**config.mk**
```make
export PLATFORM = sky130hd
export DESIGN_NAME = fetch_unit
export DESIGN_NICKNAME = d
export VERILOG_FILES = /design/src/rtl/fetch_unit.sv
export SDC_FILE = /design/constraint.sdc
export NUM_CORES = 1
export LEC_CHECK = 0
export CAP_MARGIN = 25
export CORE_MARGIN = 3
export CORE_UTILIZATION = 30
export DETAILED_ROUTE_END_ITERATION = 10
export DONT_BUFFER_PORTS = 1
export GPL_TIMING_DRIVEN = 0
export PLACE_DENSITY = 0.54
export REMOVE_ABC_BUFFERS = 1
export SYNTH_ARGS = -nofsm -noshare
export SYNTH_HDL_FRONTEND = slang
export SYNTH_SLANG_ARGS = --single-unit
export TNS_END_PERCENT = 100
```
**constraint.sdc**
```tcl
create_clock -name clk -period 4 [get_ports clk]
set_clock_uncertainty 0.2 [all_clocks]
set_input_delay 0.8 -clock clk [delete_from_list [all_inputs] [get_ports clk]]
set_output_delay 0.8 -clock clk [all_outputs]
set_load 0.005 [all_outputs]
```
**src/rtl/fetch_unit.sv**
```systemverilog
// fetch_unit
// ----------
// Program-counter and instruction-fetch stage feeding the alu execute stage.
// It keeps the PC, fetches one instruction at a time from instruction memory
// over a req/ack handshake, and offers each fetched word downstream with a
// valid/stall handshake. A taken branch from the ALU redirects the PC, and a
// decoded halt parks the unit until the next start.
//
// Parameters:
//   pc_width     PC and instruction-memory address width
//   instr_width  instruction word width
//
// Ports:
//   clk            single clock, rising edge
//   rst            synchronous active-high reset
//   start          begin execution at PC 0 (honoured in IDLE and HALT only)
//   imem_addr      fetch address, always equal to pc
//   imem_req       registered fetch request
//   imem_ack       memory returns imem_data this cycle (used only in REQ)
//   imem_data      fetched instruction word
//   instr          current instruction for decode/ALU
//   instr_valid    instr is valid
//   stall          downstream cannot consume instr this cycle
//   branch         ALU branch-taken flag for instr
//   branch_target  next PC when branch is taken
//   halt_in        decode reports instr is a halt
//   pc             address of the current/pending instruction
//   done           program halted
module fetch_unit #(
    parameter int pc_width    = 10,
    parameter int instr_width = 9
) (
    input  logic                   clk,
    input  logic                   rst,
    input  logic                   start,
    output logic [pc_width-1:0]    imem_addr,
    output logic                   imem_req,
    input  logic                   imem_ack,
    input  logic [instr_width-1:0] imem_data,
    output logic [instr_width-1:0] instr,
    output logic                   instr_valid,
    input  logic                   stall,
    input  logic                   branch,
    input  logic [pc_width-1:0]    branch_target,
    input  logic                   halt_in,
    output logic [pc_width-1:0]    pc,
    output logic                   done
);

    typedef enum logic [1:0] {
        IDLE,
        REQ,
        ISSUE,
        HALT
    } state_t;

    state_t state, state_next;

    logic [pc_width-1:0]    pc_q, pc_next;
    logic                   imem_req_q, imem_req_next;
    logic [instr_width-1:0] instr_q, instr_next;
    logic                   instr_valid_q, instr_valid_next;
    logic                   done_q, done_next;

    // The downstream stage has taken the current instruction this cycle.
    logic consume;
    assign consume = (state == ISSUE) && !stall;

    // State and output registers. Reset wins over everything else in the
    // same cycle, so an ack arriving together with reset is simply dropped.
    always_ff @(posedge clk) begin
        if (rst) begin
            state         <= IDLE;
            pc_q          <= '0;
            imem_req_q    <= 1'b0;
            instr_q       <= '0;
            instr_valid_q <= 1'b0;
            done_q        <= 1'b0;
        end else begin
            state         <= state_next;
            pc_q          <= pc_next;
            imem_req_q    <= imem_req_next;
            instr_q       <= instr_next;
            instr_valid_q <= instr_valid_next;
            done_q        <= done_next;
        end
    end

    // Next-state logic. Start is only looked at while idle or halted, and a
    // stalled instruction pins the unit in ISSUE regardless of branch/halt.
    always_comb begin
        state_next = state;
        case (state)
            IDLE:  if (start) state_next = REQ;
            REQ:   if (imem_ack) state_next = ISSUE;
            ISSUE: begin
                if (consume) begin
                    state_next = halt_in ? HALT : REQ;
                end
            end
            HALT:  if (start) state_next = REQ;
            default: state_next = IDLE;
        endcase
    end

    // Next values of the registered outputs. Every output holds by default;
    // instr in particular keeps its last word after instr_valid drops. Halt
    // outranks branch, and the sequential increment wraps naturally at the
    // top of the address space.
    always_comb begin
        pc_next          = pc_q;
        imem_req_next    = imem_req_q;
        instr_next       = instr_q;
        instr_valid_next = instr_valid_q;
        done_next        = done_q;
        case (state)
            IDLE, HALT: begin
                if (start) begin
                    pc_next       = '0;
                    imem_req_next = 1'b1;
                    done_next     = 1'b0;
                end
            end
            REQ: begin
                if (imem_ack) begin
                    instr_next       = imem_data;
                    instr_valid_next = 1'b1;
                    imem_req_next    = 1'b0;
                end
            end
            ISSUE: begin
                if (consume) begin
                    instr_valid_next = 1'b0;
                    if (halt_in) begin
                        done_next = 1'b1;
                    end else begin
                        imem_req_next = 1'b1;
                        if (branch) begin
                            pc_next = branch_target;
                        end else begin
                            pc_next = pc_q + pc_width'(1);
                        end
                    end
                end
            end
            default: begin
                pc_next = pc_q;
            end
        endcase
    end

    assign imem_addr   = pc_q;
    assign pc          = pc_q;
    assign imem_req    = imem_req_q;
    assign instr       = instr_q;
    assign instr_valid = instr_valid_q;
    assign done        = done_q;

endmodule
```
---- Word level (Yosys, flattened, before mapping) ----
Index checks and enable logic that the tools add are counted.
storage, ports and cells
  bits in registers ....................... 24
  memory bits (writable) .................. 0
  bits in read-only memories .............. 0
  bits in latches ......................... 0
  memories ................................ 0
operators by class
  reduce and logical (&&, ||, !) cells .... 12
  multiply operators ...................... 0
  div/mod/pow operators ................... 0
  add/sub/neg operators ................... 1
  eq/ne operators ......................... 8
  mux-type cells .......................... 22
  shift operators ......................... 0
  order comparisons ....................... 0
  bitwise gates (word level) .............. 0
operators by type and width
  kind                                                                      number
  10-bit two-way mux                                                        4
  10-bit case mux with 2 select lines                                       1
  4-bit AND reduction                                                       3
  10-bit by 1-bit adder with 10-bit output (second input constant)          1
  1-bit two-way mux                                                         9
  2-bit two-way mux                                                         4
  2-bit inequality test (second input constant)                             4
  2-bit case mux with 3 select lines                                        1
  3-bit AND reduction                                                       2
  2-bit == test (second input constant)                                     2
  1-bit case mux with 2 select lines                                        2
  2-bit nonzero test                                                        2
  1-bit case mux with 3 select lines                                        1
  2-bit by 1-bit == test with 1-bit output (second input constant)          1
  2-bit logical NOT                                                         1
  2-bit by 1-bit inequality test with 1-bit output (second input constant)  1
  2-bit AND reduction                                                       1
  2-bit OR reduction                                                        1
  1-bit logical AND                                                         1
  1-bit logical NOT                                                         1

---- Logic depth before layout (Yosys ltp) ----
  depth in word-level cells ............... 5
  depth in mapped cells ................... 7
  gate-level depth less buffers ........... 6

---- Worst setup path after synthesis ----
Ideal clock, no wire load.
  kind .................................... input to register
  from .................................... input rst
  to ...................................... register pc_q[5], in the netlist imem_addr[5]
  stages on the path ...................... 5
  path slack .............................. 1.838 ns
  data arrival time ....................... 1.892 ns
  library setup time ...................... 0.070 ns
  cell sequence ........................... buf_8 > or4_4 > buf_6 > o32ai_2 > o2bb2ai_1
RTL lines
  what                    line  RTL
  start: declaration      34    input logic rst,
  end signal: assignment  81    pc_q <= pc_next;
  end: declaration        59    logic [pc_width-1:0] pc_q, pc_next;

---- Worst setup path after layout ----
  from .................................... register state[0]
  to ...................................... register pc_q[0], in the netlist imem_addr[0]
on the way
  word-level cells in the longest chain between the ends .. 4
  elaborated cells on any way between the ends .. 11
  those cells by class .................... eq/ne (5); mux (1); reduce/logical (5)
ends and longest elaborated chain
  what                                                                                       line  RTL
  start: declaration                                                                         57    state_t state, state_next;
  start signal: assignment                                                                   80    state <= state_next;
  2-bit == test (tied with other cells)                                                      116   case (state)
  2-bit OR reduction (no source line) or 1-bit logical AND (tied branches)                   n/a
  2-bit by 1-bit inequality test with 1-bit output (no source line) (tied with other cells)  n/a
  4-bit AND reduction (no source line)                                                       n/a
Several ways; a longest one is shown, not always the timed one.
A chain may end at the register's enable or synchronous reset.

==> metrics.txt <==
Final Setup Violations 0; Core ar. around 0.0041 mm²; RSZ-0062 raised after global routing false; Worst-Skew Late Latency approximately 270 ps; setup bufs post-CTS 0; Pleak 0.450 nW; hold depth 2; Comb pwr share 0.344; status finished, final reports clean; Ports 58; part of the power in registers 0.381; wire per inst 15.8 µm; CTS hold repair buffers 0; Reg2Reg Depth 6; sw frac 0.346; CP Max Fanout 10; vias in the first global route between 1000 and 1500; initial antenna violation count 0; flop and latch count out of synthesis 24; cell with the most instances after synthesis nand2_1; Most used DFF post-synth dfxtp_1; Post-synth ARST share 0; clock slew at reported path FFs about 90 ps; CP Capture Type flip-flop; GRT Residual Overflow 0; Setup TNS 0 ps; maximum clock rate 0.460 GHz; Final WS setup 1820 ps; die width just over 70 µm; number of I/O port buffers 0; syn_area_per_cell between 8 and 9 µm²; largest cells by area after synthesis dfxtp_1, a21oi_1, nand2_1, buf_4, o32ai_1; DRC 0; TritonCTS Buffers 3; diodes inserted 0; clk root buf clkbuf_8; pwr dens slightly below 600 mW/mm²; Placer Congestion 0.737; share of power burned in the clock network 0.274; Resized Gates After CTS 0; routed vias/inst around 5.6; Post-synth EDFFs 0; CTS H-Tree Depth 1; Max transition margin 0.602; Psw 0.273 mW; GRT Overall Usage 0.123; Starting Density 0.320; Mapped Area 0.00133 mm²; pin count of the biggest net entering global routing 26; final wirelength 3.14 mm; Hold Crit Class flip-flop to flip-flop; dpl ws approximately 1800 ps; Row Count 23; drt pass-1 iters 4; Max Slew Vio Count 0; Synth top area share 0.362; Seq/Total Area, Yosys 0.362; Synth area leader dfxtp_1; dpl hpwl approximately 2.3 mm; Worst setup SP type flip-flop; Die H 72.5 µm; final-report hold violation count 0; die area 0.00526 mm²; Detail Route Antenna Nets 0; Arrival @ worst endpoint approximately 2200 ps; Cells after Synth 164; total number of vias 1107; worst-margin pin slew 592 ps; Synth top cells by count nand2_1, dfxtp_1, a21oi_1, buf_4, inv_1; P_int 0.516 mW; min Tclk post-route 2180 ps; period utilization 0.544; Syn-to-layout area delta 0.283%; maximum root-to-sink buffer count 2; post-synth cell types 43; layout cells sized above 1 0.0805; Max IR drop VDD 0.000192 V; First DRT Iteration DRCs 46; clock tree sinks 24; TritonCTS clock tree done; critical path class flip-flop to flip-flop; final net count 179; worst endpoint required time approximately 4000 ps; Synthesis Warnings 0; Max-Cap Viols 0; first-pass GRT wire length 5.11 mm
==> area by class of cell <==
type	count	area (µm²)
flip-flops and latches	24	480
well taps	50	62.6
clock buffers	3	41.3
clock inverters	1	30.0
inverters	10	37.5
multi-input cells	111	679
fillers	448	2810
==> final timing paths <==
path,from,to,slack (ps)
worst min register to register,instr[8],instr[8],280
worst max-delay path,state[0],imem_addr[0],1820
worst max register to register,state[0],imem_addr[0],1820
worst min-delay path,instr[8],instr[8],280
==> through the flow <==
stage / power (mW) / instance area [µm²] / hold slack, ps / cells / util
final: 0.789 / 1330 / 275 / 199 / 0.321
after global placement: 0.568 / 1260 / 259 / 195 / 0.304
after detailed placement: 0.582 / 1260 / 265 / 195 / 0.304
after global routing: 0.846 / 1330 / 293 / 199 / 0.321
after floorplan: 0.522 / 1200 / 247 / 145 / -
after CTS: 0.802 / 1330 / 279 / 199 / 0.321
==> cells in the final DEF, fill, tap and decap left out, types with 4 or more instances in the layout <==
cell      n
nor2_1    5
dfxtp_1  24
o32ai_1   6
nand3_1   5
o21ai_0   4
nand2_1  28
a21oi_1  21
inv_1    10
==> worst max-delay path, stage by stage (launching register included) <==
cell and delay [ps]:
dfxtp_1 360, inv_1 60, ha_1 360, or2b_1 310, o211ai_2 250, or3_1 400, a21oi_1 160
==> state kept, by name, summed over array words and instances, names as in the netlist <==
| name | cells |
|---|---|
| imem_addr | 10 |
| instr_valid | 1 |
| state | 2 |
| imem_req | 1 |
| done | 1 |
| instr | 9 |
==> routing by layer <==
| metal | GRT usage | wire (µm) | share of wire | vias up |
|---|---|---|---|---|
| met5 | 0 | 0 | 0 | - |
| met2 | 0.218 | 1660 | 0.53 | 26 |
| met1 | 0.135 | 1220 | 0.39 | 532 |
| li1 | - | - | - | 545 |
| met3 | 0.0332 | 223 | 0.071 | 4 |
| met4 | 0.0553 | 48 | 0.015 | 0 |
==> kinds of logic (layout without fill, tap and decap cells) <==
group | count (synthesis) | count (layout) | synth area share
DFF | 24 | 24 | 0.362
and+or+nand+nor | 58 | 58 | 0.221
buffers and inverters | 29 | 14 | 0.126
xor gates and xnor gates | 2 | 2 | 0.0132
adders and majority gates | 3 | 3 | 0.0283
muxes | 1 | 1 | 0.00848
AOI/OAI and AO/OA | 47 | 47 | 0.240
==> power groups by stage <==
stage | sequential [mW] | combinational (mW) | clock [mW]
4_1_cts | 0.303 | 0.275 | 0.225
3_3_place_gp | 0.306 | 0.262 | 0
6_report | 0.301 | 0.272 | 0.216
5_1_grt | 0.305 | 0.312 | 0.229
3_5_place_dp | 0.308 | 0.274 | 0
2_1_floorplan | 0.299 | 0.223 | 0
Note: power is estimated with default switching activity, not from simulation.
